### src/rtl/debounce_ctrl.sv
// Multi-channel debounce controller: one shared sample tick drives N_CH independent
// debounce FSMs, each producing a clean level plus single-cycle rise/fall pulses.
module debounce_ctrl #(
  parameter int unsigned N_CH         = 4,
  parameter int unsigned TICK_CYCLES  = 2000000,
  parameter int unsigned STABLE_TICKS = 3
) (
  input  logic            clk,
  input  logic            reset,
  input  logic            enable,
  input  logic [N_CH-1:0] btn_in,
  output logic [N_CH-1:0] btn_db,
  output logic [N_CH-1:0] rise,
  output logic [N_CH-1:0] fall,
  output logic [N_CH-1:0] busy,
  output logic            tick
);

  localparam int unsigned TickW = $clog2(TICK_CYCLES);
  localparam int unsigned CntW  = $clog2(STABLE_TICKS + 1);

  localparam logic [TickW-1:0] TickLast = TickW'(TICK_CYCLES - 1);
  localparam logic [CntW-1:0]  CntLast  = CntW'(STABLE_TICKS - 1);

  typedef enum logic [1:0] {
    StStableLo,
    StChkHi,
    StStableHi,
    StChkLo
  } state_e;

  logic [TickW-1:0] tick_cnt_q, tick_cnt_d;
  logic [N_CH-1:0]  sync1_q, sync2_q;
  state_e           state_q [N_CH];
  state_e           state_d [N_CH];
  logic [CntW-1:0]  cnt_q   [N_CH];
  logic [CntW-1:0]  cnt_d   [N_CH];
  logic [N_CH-1:0]  btn_db_q, btn_db_d;
  logic [N_CH-1:0]  rise_q, rise_d;
  logic [N_CH-1:0]  fall_q, fall_d;

  // Counter is held at zero while disabled so the tick phase restarts on resume.
  always_comb begin
    tick_cnt_d = '0;
    if (enable && (tick_cnt_q != TickLast)) begin
      tick_cnt_d = tick_cnt_q + 1'b1;
    end
  end

  assign tick = enable & (tick_cnt_q == TickLast);

  always_comb begin
    btn_db_d = btn_db_q;
    rise_d   = '0;
    fall_d   = '0;
    for (int i = 0; i < int'(N_CH); i++) begin
      state_d[i] = state_q[i];
      cnt_d[i]   = cnt_q[i];
      // A reverting input aborts the check before any tick is considered.
      unique case (state_q[i])
        StStableLo: begin
          if (sync2_q[i]) begin
            state_d[i] = StChkHi;
            cnt_d[i]   = '0;
          end
        end
        StChkHi: begin
          if (!sync2_q[i]) begin
            state_d[i] = StStableLo;
            cnt_d[i]   = '0;
          end else if (tick && (cnt_q[i] == CntLast)) begin
            state_d[i]  = StStableHi;
            cnt_d[i]    = '0;
            btn_db_d[i] = 1'b1;
            rise_d[i]   = 1'b1;
          end else if (tick) begin
            cnt_d[i] = cnt_q[i] + 1'b1;
          end
        end
        StStableHi: begin
          if (!sync2_q[i]) begin
            state_d[i] = StChkLo;
            cnt_d[i]   = '0;
          end
        end
        StChkLo: begin
          if (sync2_q[i]) begin
            state_d[i] = StStableHi;
            cnt_d[i]   = '0;
          end else if (tick && (cnt_q[i] == CntLast)) begin
            state_d[i]  = StStableLo;
            cnt_d[i]    = '0;
            btn_db_d[i] = 1'b0;
            fall_d[i]   = 1'b1;
          end else if (tick) begin
            cnt_d[i] = cnt_q[i] + 1'b1;
          end
        end
        default: begin
          state_d[i] = StStableLo;
          cnt_d[i]   = '0;
        end
      endcase
    end
  end

  always_comb begin
    busy = '0;
    for (int i = 0; i < int'(N_CH); i++) begin
      busy[i] = (state_q[i] == StChkHi) || (state_q[i] == StChkLo);
    end
  end

  always_ff @(posedge clk or posedge reset) begin
    if (reset) begin
      tick_cnt_q <= '0;
      sync1_q    <= '0;
      sync2_q    <= '0;
      btn_db_q   <= '0;
      rise_q     <= '0;
      fall_q     <= '0;
      for (int i = 0; i < int'(N_CH); i++) begin
        state_q[i] <= StStableLo;
        cnt_q[i]   <= '0;
      end
    end else begin
      tick_cnt_q <= tick_cnt_d;
      sync1_q    <= btn_in;
      sync2_q    <= sync1_q;
      btn_db_q   <= btn_db_d;
      rise_q     <= rise_d;
      fall_q     <= fall_d;
      for (int i = 0; i < int'(N_CH); i++) begin
        state_q[i] <= state_d[i];
        cnt_q[i]   <= cnt_d[i];
      end
    end
  end

  assign btn_db = btn_db_q;
  assign rise   = rise_q;
  assign fall   = fall_q;

endmodule

### config.mk
export PLATFORM = sky130hd
export DESIGN_NAME = debounce_ctrl
export DESIGN_NICKNAME = d
export VERILOG_FILES = /design/src/rtl/debounce_ctrl.sv
export SDC_FILE = /design/constraint.sdc
export NUM_CORES = 1
export LEC_CHECK = 0
export BUFFER_PORTS_ARGS = -buffer_cell sky130_fd_sc_hd__buf_2
export CAP_MARGIN = 15
export CORE_ASPECT_RATIO = 0.6
export CORE_MARGIN = 2
export CORE_UTILIZATION = 60
export CTS_BUF_LIST = sky130_fd_sc_hd__clkbuf_8
export CTS_CLUSTER_SIZE = 14
export DETAILED_ROUTE_END_ITERATION = 16
export MAX_ROUTING_LAYER = met4
export PLACE_DENSITY = 0.84
export SLEW_MARGIN = 20
export SYNTH_ARGS = -nofsm -noshare
export SYNTH_HDL_FRONTEND = slang
export SYNTH_SLANG_ARGS = --single-unit
### constraint.sdc
create_clock -name clk -period 6.45 [get_ports clk]
set_clock_uncertainty 0.2 [all_clocks]
set_input_delay 1.29 -clock clk [delete_from_list [all_inputs] [get_ports clk]]
set_output_delay 1.29 -clock clk [all_outputs]
set_load 0.01 [all_outputs]
### Yosys cells after proc, flatten, opt, wreduce, memory -nomap -nowiden

Index checks and enable logic that the tools add are counted.

| word-level totals | value |
|---|---|
| output and inout bits | 17 |
| logic and storage cells | 199 |
| register bits after elaboration | 57 |

| cells by class | value |
|---|---|
| equality and inequality tests | 50 |
| $add $sub $neg | 5 |
| reduce and logical (&&, ||, !) cells | 29 |
| bitwise logic cells | 1 |
| mux-type cells | 97 |

Operators with widths:

| cell | number |
|---|---|
| $mux 2 | 48 |
| $pmux 2 s4 | 8 |
| $ne 2x2->1 const B | 24 |
| $mux 1 | 36 |
| $eq 2x2->1 const B | 12 |
| $ne 3x3->1 const B | 8 |
| $add 21x1->21 const B | 1 |
| $eq 21x21->1 const B | 1 |
| $mux 21 | 1 |
| $ne 21x21->1 const B | 1 |
| $reduce_and 5->1 | 4 |
| $reduce_and 4->1 | 4 |
| $add 2x1->2 const B | 4 |
| $eq 2x1->1 const B | 4 |
| $logic_not 2->1 | 4 |
| $pmux 1 s2 | 4 |
| $reduce_and 2->1 | 4 |
| $reduce_bool 2->1 | 4 |
| $logic_and 1x1->1 | 5 |
| $logic_or 1x1->1 | 4 |
| $and 1x1->1 | 1 |

### Logic depth before layout (Yosys ltp)

Gate-level depths: netlist of the first run.

| logic depth | value |
|---|---|
| depth after elaboration | 6 |
| mapped depth | 6 |

### Worst setup path before layout of the first run

Ideal clock, no wire load.

| timing | value |
|---|---|
| path kind | reg2out |
| start point | register tick_cnt_q[9] |
| end point | output tick |
| required time | 4.960 ns |
| setup slack | 3.208 ns |
| buffers on the path | 1 |
| data arrival time | 1.752 ns |
| stages on the path, launching flop included | 5 |
| cells stage by stage | dfrtp_1 > or4b_4 > or4_4 > buf_6 > nor2_1 |

| between the ends | value |
|---|---|
| longest elaborated chain between the ends | 2 |

Ends and longest elaborated chain:

| item | line | RTL |
|---|---|---|
| from (decl) | 32 | `logic [TickW-1:0] tick_cnt_q, tick_cnt_d;` |
| from (signal assigned) | 127 | `tick_cnt_q <= tick_cnt_d;` |
| $eq 21x21->1 | 50 | `assign tick = enable & (tick_cnt_q == TickLast);` |
| $and 1x1->1 | 50 |  |
| to (decl) | 16 | `output logic tick` |

Every way passes these cells.

### Worst setup path after layout of the first run

| timing | value |
|---|---|
| start point | register tick_cnt_q[0] |
| end point | output tick |

Same word-level chain as after synthesis.

==> results of run 1 <==
[final cells by class]
cell class	instances	share of cell area
clock buffers	9	0.03899
clock inverters	7	0.02245
inverters	11	0.01300
multi-input cells	201	0.4132
well taps	63	0.02481
repair buffers	24	0.03860
flip-flops and latches	57	0.4490
[where the power goes]
part           leakage (nW)  switching, mW  internal [mW]
registers             0.751        0.00585          0.363
logic                 0.523         0.0173        0.00749
clock network        0.0970          0.146          0.178
total                  1.37          0.169          0.548
[kinds of logic after synthesis]
logic type      synth area share
simple gates              0.2690
flops                     0.5044
compound gates            0.1084
buf+inv                  0.03142
xor+xnor                 0.05266
fa+ha+maj                0.02212
mux                      0.01195
[layer usage]
layer,up-vias,wire (um),share of wire,track usage
li1,1065,-,-,-
met1,1086,2923,0.48,0.3507
met2,77,2760,0.45,0.3827
met3,16,353,0.057,0.1070
met4,0,105,0.017,0.09244
met5,-,0,0,-
[through the flow]
stage | std cells | worst slack (ns) | hold WS, ns
2_1_floorplan | 279 | 3.208 | 0.1312
5_1_grt | 372 | 2.612 | 0.1544
3_5_place_dp | 356 | 2.984 | 0.1365
4_1_cts | 372 | 2.732 | 0.1503
6_report | 372 | 2.760 | 0.1480
3_3_place_gp | 356 | 2.999 | 0.1320
[state kept, by name, summed over array words and instances (netlist names), named ones only]
| name | cells |
|---|---|
| btn_db | 4 |
| sync1_q | 4 |
| state_q | 4 |
| rise | 4 |
| fall | 4 |
| sync2_q | 4 |
| cnt_q | 8 |
| tick_cnt_q | 21 |
[layout by cell type (no fill, tap or decap), drive strengths merged, types with 3 or more instances in the layout]
cell type,instances
a21oi,9
a31oi,3
and2,3
and3,10
buf,24
clkbuf,9
dfrtp,57
ha,5
inv,13
mux2,3
nand2,18
nand3,24
nand4,6
nor2,24
nor3,8
nor4,6
o211ai,7
o21ai,20
o31ai,3
or3,6
or4,5
xnor2,9
xor2,8
[final timing paths]
check | start | endpoint | slack, ns | depth (start not counted)
setup / recovery | tick_cnt_q[0]$_DFF_PP0_ | tick | 2.76 | 5
hold / removal | sync1_q[1]$_DFF_PP0_ | sync2_q[1]$_DFF_PP0_ | 0.15 | 0
setup reg to reg | tick_cnt_q[0]$_DFF_PP0_ | tick_cnt_q[10]$_DFF_PP0_ | 3.99 | 5
hold reg to reg | sync1_q[1]$_DFF_PP0_ | sync2_q[1]$_DFF_PP0_ | 0.15 | 0
max in group asynchronous | reset | sync2_q[0]$_DFF_PP0_ | 4.65 | 3
min in group asynchronous | reset | sync2_q[3]$_DFF_PP0_ | 0.94 | 3
==> results.json, run 1 <==
{
  "num_io_pins": 24,
  "grt_pass1_vias": 2134,
  "clock_latency_ns": 0.34,
  "first_pass_iters": 4,
  "yosys_register_bits": 57,
  "slew_viol_final": 0,
  "start_util": 0.6195,
  "cts_hold_buf": 0,
  "endpoint_kind": "primary output",
  "grt_remaining_overflow": 0,
  "clock-sinks": 57,
  "yosysWarningCount": 0,
  "die_h_um": 57.18,
  "synth.area.top_cells": "dfrtp_1 50%, nand3_1 4.1%, nor2_1 3.2%",
  "synth_area_sq_um": 2828,
  "routed-via-count": 2244,
  "clockBufferDepth": 2,
  "drc_errors": 0,
  "path_max_fanout": 13,
  "yosysSeqAreaShare": 0.5044,
  "dpl.hpwl_um": 4247,
  "worst_pin_slew_ns": 0.7055,
  "hold_viol": 0,
  "multiInputGateArea_sq_um": 1313,
  "drive_gt1_frac": 0.1780,
  "synth_top_area_frac": 0.5044,
  "synth_edf_count": 0,
  "numCtsBuffers": 9,
  "worstPathRequired_ns": 4.96,
  "port_buffers": 23,
  "startpoint_type": "register",
  "hp-class": "reg2reg",
  "place_area_sq_um": 2982,
  "syn2layout_area_growth_pct": 12.35,
  "max_stage_delay_ns": 0.72,
  "die_w_um": 92.63,
  "status": "finished, final reports clean",
  "diodes": 0,
  "ys_dominant_reg_cell": "dfrtp_1",
  "synth_nets": 291,
  "syn_avg_cell_area_sq_um": 10.14,
  "finalWirelength_um": 6142,
  "seqCellArea_sq_um": 1426,
  "nets": 316,
  "synthArstFlopShare": 1.000,
  "cts_tree": "built",
  "drtAntennaViolNets": 0,
  "p_leak_nw": 1.371,
  "yosys.cell_types.count": 49,
  "synth_top_area_cell": "dfrtp_1",
  "core_area_sq_um": 4564,
  "p_per_area_nw_per_um2": 225.6,
  "worst_ep_arrival_time_ns": 2.20,
  "h-tree-depth": 3,
  "path_class": "reg2out",
  "syn_inst": 279,
  "clockRootBuffer": "clkbuf_8",
  "cp_cell_sequence": "ha_1, nand2_1, or4_4, nor2_1, buf_2",
  "post_cts_resized": 0,
  "clkSlewWorstSetupHoldPaths_ns": 0.07,
  "antenna_found_initial": 0,
  "period_share": 0.5721,
  "slew_headroom": 0.5297,
  "fin_area_sq_um": 3177,
  "cp_top_family": "simple AND/OR/NAND/NOR gates",
  "wl_per_cell_um": 16.51,
  "cts_setup_buffers": 0,
  "setup-tns-final_ns": 0,
  "yosysMostFrequentCell": "dfrtp_1",
  "routabilityCongestion": 0.9416,
  "setup_viol_count_final": 0,
  "grt_first_pass_wirelength_um": 10240,
  "drt_iter0_markers": 158,
  "max_freq_ghz": 0.2710,
  "crit_buf_inv": 1,
  "period_minus_slack_ns": 3.690,
  "die-area_sq_um": 5296,
  "yosys-top-cells-count": "57 x dfrtp_1, 24 x nor2_1, 23 x nand3_1",
  "vdd_drop_max_uv": 132.6,
  "rows": 19,
  "grt_usage": 0.2674,
  "maxCapViolCount": 0,
  "grt_max_degree": 58,
  "fillCellCount": 360,
  "grt_setup_unrepaired": "no",
  "utilization": 0.6960,
  "viasPerCell": 6.032,
  "power.total_uw": 716.8,
  "slowest_stage": "or4_4"
}
No activity file was read; power rests on OpenSTA's default activity.
==> run 2, diff against run 1 <==
Clock period 6.45 ns to 3.6 ns, I/O delays scaled along.
==> results.json, run 2 (synthesis results as in run 1) <==
{
  "hp-class": "in2async",
  "final_cell_mix": "57 x dfrtp_1, 24 x nor2_1, 23 x nand3_1, 23 x buf_2, 18 x nand2_1",
  "period_share": 0.8630,
  "regMostFlops": "tick_cnt_q",
  "core_area_sq_um": 4564,
  "port_buffers": 23,
  "cts_setup_buffers": 0,
  "syn2layout_area_growth_pct": 13.32,
  "combPwrFrac": 0.032,
  "p_clk_frac": 0.484,
  "fin_area_sq_um": 3204,
  "h-tree-depth": 3,
  "diodes": 0,
  "die_w_um": 92.63,
  "clock_latency_ns": 0.34,
  "path_class": "reg2out",
  "rows": 19,
  "first_pass_iters": 5,
  "largest_reg_flops": 21,
  "endpoint_kind": "primary output",
  "clkSlewWorstSetupHoldPaths_ns": 0.06,
  "vdd_drop_max_uv": 323.0,
  "layout_setup_ws_ns": 0.4931,
  "slew_viol_final": 0,
  "grt_usage": 0.2498,
  "grt_max_degree": 42,
  "drc_errors": 0,
  "clockBufferDepth": 2,
  "numCtsBuffers": 9,
  "switching_share": 0.2069,
  "cts_hold_buf": 0,
  "hold-worst-slack_ns": 0.1366,
  "max_freq_ghz": 0.3219,
  "slew_headroom": 0.5390,
  "setup-tns-final_ns": 0,
  "clock-sinks": 57,
  "startpoint": "tick_cnt_q[9]$_DFF_PP0_",
  "p_leak_nw": 1.397,
  "startpoint_type": "register",
  "setup_viol_count_final": 0,
  "r2r_setup_slack_ns": 1.18,
  "nets": 316,
  "start_util": 0.6195,
  "grt_pass1_vias": 2038,
  "worstPathRequired_ns": 2.68,
  "wl_per_cell_um": 15.16,
  "die_h_um": 57.18,
  "drive_gt1_frac": 0.1715,
  "drt_iter0_markers": 161,
  "worst_ep_arrival_time_ns": 2.19,
  "routabilityCongestion": 0.9491,
  "grt_setup_unrepaired": "no",
  "grt_first_pass_wirelength_um": 9632,
  "power.internal_mw": 1.084,
  "grt_remaining_overflow": 0,
  "antenna_found_initial": 0,
  "die-area_sq_um": 5296,
  "cts_tree": "built",
  "post_cts_resized": 0,
  "path_max_fanout": 13,
  "p_switching_uw": 282.6,
  "viasPerCell": 5.987,
  "finalWirelength_um": 5638,
  "dpl.hpwl_um": 3949,
  "largestRegisters": "tick_cnt_q (21), cnt_q (8)",
  "clockRootBuffer": "clkbuf_8",
  "p_per_area_nw_per_um2": 426.4,
  "p_seq_frac": 0.484,
  "drtAntennaViolNets": 0,
  "place_area_sq_um": 2982,
  "final_common_cell": "dfrtp_1",
  "timing.rr.start": "tick_cnt_q[0]$_DFF_PP0_",
  "maxCapViolCount": 0,
  "worst_pin_slew_ns": 0.6858,
  "pre_cts_slack_ns": 0.8460,
  "num_io_pins": 24,
  "status": "finished, final reports clean",
  "period_minus_slack_ns": 3.107,
  "routed-via-count": 2227,
  "hold_viol": 0
}
## run 2: cell count changes in the layout (fill, tap and decap cells not counted)
| cell | before | now |
|---|---|---|
| clkinvlp_4 | 2 | 0 |
| inv_1 | 11 | 13 |
| clkinv_2 | 1 | 0 |
| bufinv_16 | 1 | 2 |
| clkbuf_8 | 9 | 11 |
| clkinv_4 | 1 | 0 |
| inv_6 | 1 | 0 |
## run 2: final cells by class
cell class / count / area, sq um
flip-flops and latches: 57 / 1426
multi-input cells: 201 / 1313
repair buffers: 24 / 122.6
inverters: 11 / 41.29
well taps: 63 / 78.83
clock inverters: 5 / 71.32
fillers: 346 / 1360
clock buffers: 11 / 151.4
## run 2: stage by stage
stage / cells / power, mW / util
after floorplan: 279 / 0.7016 / -
after global placement: 356 / 0.7146 / 0.6532
after detailed placement: 356 / 0.7168 / 0.6532
after CTS: 372 / 1.378 / 0.7020
after global routing: 372 / 1.417 / 0.7020
final: 372 / 1.366 / 0.7020
## run 2: metal layers
layer / part of all wire / global-route usage / vias up / wire length, um
li1: - / - / 1069 / -
met5: 0 / - / - / 0
met2: 0.43 / 0.3274 / 76 / 2408
met1: 0.49 / 0.3566 / 1071 / 2775
met4: 0.013 / 0.07983 / 0 / 76
met3: 0.067 / 0.09908 / 11 / 377
## run 2: path summary, 6_finish.rpt
check	end	cells past startpoint
max in group asynchronous	tick_cnt_q[6]$_DFF_PP0_	3
worst max-delay path	tick	4
worst max register to register	tick_cnt_q[10]$_DFF_PP0_	5
min in group clk	sync2_q[1]$_DFF_PP0_	0
worst min-delay path	sync1_q[3]$_DFF_PP0_	2
worst min register to register	sync2_q[1]$_DFF_PP0_	0
## run 2: power by group through the flow
stage / logic (mW) / clock network [mW] / registers (mW)
after detailed placement: 0.0446 / 0 / 0.672
after CTS: 0.0448 / 0.672 / 0.661
after floorplan: 0.0321 / 0 / 0.669
final: 0.0438 / 0.661 / 0.661
after global placement: 0.0434 / 0 / 0.671
after global routing: 0.0507 / 0.704 / 0.662
## run 2: critical path: stages, from the launching register on
cell and delay [ns]:
dfrtp_1 0.42, or4b_4 0.58, or4_4 0.55, nor2_1 0.14, buf_2 0.15
==> run 3, diff against run 2 <==
Settings changed: CORE_UTILIZATION 60 to 45, PLACE_DENSITY 0.84 to 0.67.
==> results.json, run 3 (synthesis results as in run 1) <==
{
  "maxCapViolCount": 0,
  "slew_viol_final": 0,
  "routed-via-count": 2159,
  "p_seq_frac": 0.507,
  "cp_cell_sequence": "ha_1, nand2_1, or4_4, nor2_1, buf_2",
  "p_switching_uw": 320.0,
  "slew_headroom": 0.5242,
  "h-tree-depth": 3,
  "nets": 318,
  "grt_pass1_vias": 2013,
  "switching_share": 0.2459,
  "hp-class": "reg2reg",
  "crit_buf_inv": 1,
  "die_h_um": 65.40,
  "p_leak_nw": 1.374,
  "endpoint_kind": "primary output",
  "min_delay_path_depth": 0,
  "diodes": 0,
  "drtAntennaViolNets": 0,
  "dpl.hpwl_um": 4083,
  "die_w_um": 106.3,
  "die-area_sq_um": 6954,
  "path_max_fanout": 13,
  "cp_top_family": "simple AND/OR/NAND/NOR gates",
  "grt_first_pass_wirelength_um": 10230,
  "hold_viol": 0,
  "slowest_stage": "or4_4",
  "clock_latency_ns": 0.35,
  "regMostFlops": "tick_cnt_q",
  "period_minus_slack_ns": 3.145,
  "combPwrFrac": 0.035,
  "grt_setup_unrepaired": "no",
  "path_class": "reg2out",
  "largestRegisters": "tick_cnt_q (21), cnt_q (8)",
  "cts_setup_buffers": 0,
  "port_buffers": 23,
  "cts_tree": "built",
  "num_io_pins": 24,
  "cts_hold_buf": 0,
  "clockRootBuffer": "clkbuf_8",
  "max_freq_ghz": 0.3179,
  "vdd_drop_max_uv": 257.8,
  "multiInputGateArea_sq_um": 1313,
  "utilization": 0.5290,
  "viasPerCell": 5.466,
  "status": "finished, final reports clean",
  "hold-worst-slack_ns": 0.1492,
  "setup-tns-final_ns": 0,
  "worst_pin_slew_ns": 0.7137,
  "grt_max_degree": 33,
  "p_clk_frac": 0.458,
  "post_cts_resized": 0,
  "largest_reg_flops": 21,
  "grt_usage": 0.2010,
  "wl_per_cell_um": 15.12,
  "setup_viol_count_final": 0,
  "p_per_area_nw_per_um2": 404.4,
  "grt-busiest-layer": "met1",
  "startpoint_type": "register",
  "r2r_cells": 5,
  "max_stage_delay_ns": 0.72,
  "finalWirelength_um": 5972,
  "worst-path-stages": 5,
  "period_share": 0.8737,
  "seqCellArea_sq_um": 1426,
  "clkSlewWorstSetupHoldPaths_ns": 0.07,
  "syn2layout_area_growth_pct": 13.81,
  "grtUsageMet2": 0.2388,
  "drive_gt1_frac": 0.1865,
  "worst_ep_arrival_time_ns": 2.23,
  "core_area_sq_um": 6083,
  "final_common_cell": "dfrtp_1",
  "drt_iter0_markers": 135,
  "worstPathRequired_ns": 2.68,
  "grt_remaining_overflow": 0,
  "power.internal_uw": 981.3,
  "first_pass_iters": 5,
  "numCtsBuffers": 9,
  "grtUsageMet3": 0.06349,
  "drc_errors": 0,
  "gr-usage-met1": 0.3102,
  "rows": 22,
  "fillCellCount": 551,
  "clock-sinks": 57,
  "routabilityCongestion": 0.8727,
  "final_cell_mix": "57 x dfrtp_1, 24 x nor2_1, 23 x nand3_1, 23 x buf_2, 18 x nand2_1",
  "clockBufferDepth": 2,
  "antenna_found_initial": 0,
  "start_util": 0.4648
}
==> run 3: cell count changes in the layout (fill, tap and decap cells not counted), sizes merged <==
cell	change
buf	+2
bufinv	-1
clkbuf	-2
clkinv	+3
clkinvlp	+3
inv	-3
==> run 3: layout make-up <==
class | count | share of cell area
flip-flops and latches | 57 | 0.4432
multi-input cells | 201 | 0.4079
repair buffers | 26 | 0.04277
clock buffers | 9 | 0.03849
well taps | 84 | 0.03266
clock inverters | 7 | 0.02216
inverters | 11 | 0.01283
==> run 3: routing by layer <==
layer,vias to the layer above,part of all wire
met3,13,0.075
li1,1067,-
met5,-,0
met1,1004,0.54
met4,0,0.014
met2,75,0.37
==> run 3: worst reg2reg max path, delay by kind of cell (launching register included) <==
family	cells	cell delay [ns]
flops	1	0.37
simple gates	3	0.89
compound gates	1	0.64
fa+ha+maj	1	0.22
==> run 3: stage by stage <==
step                      setup slack (ns)  std cells  cell area (sq um)  total power, mW
after global routing                0.3391        395               3218            1.351
after CTS                           0.4437        395               3218            1.315
after floorplan                     0.9280        279               2828           0.7016
after global placement              0.8655        379               3023           0.7170
final                               0.4546        395               3218            1.301
after detailed placement            0.8223        379               3023           0.7184
==> run 3: power by group through the flow <==
stage	clock (mW)	sequential [mW]	combinational [mW]
after global placement	0	0.671	0.0457
final	0.596	0.660	0.0453
after global routing	0.637	0.662	0.0519
after detailed placement	0	0.672	0.0464
after CTS	0.609	0.660	0.0462
after floorplan	0	0.669	0.0321
==> run 3: path summary, 6_finish.rpt <==
| check | slack, ns | end | from |
|---|---|---|---|
| worst min register to register | 0.15 | sync2_q[0]$_DFF_PP0_ | sync1_q[0]$_DFF_PP0_ |
| worst min-delay path | 0.15 | sync2_q[0]$_DFF_PP0_ | sync1_q[0]$_DFF_PP0_ |
| worst max-delay path | 0.45 | tick | tick_cnt_q[0]$_DFF_PP0_ |
| worst max register to register | 1.13 | tick_cnt_q[14]$_DFF_PP0_ | tick_cnt_q[0]$_DFF_PP0_ |
| max in group asynchronous | 2.64 | tick_cnt_q[4]$_DFF_PP0_ | reset |
| min in group asynchronous | 0.23 | sync2_q[1]$_DFF_PP0_ | reset |
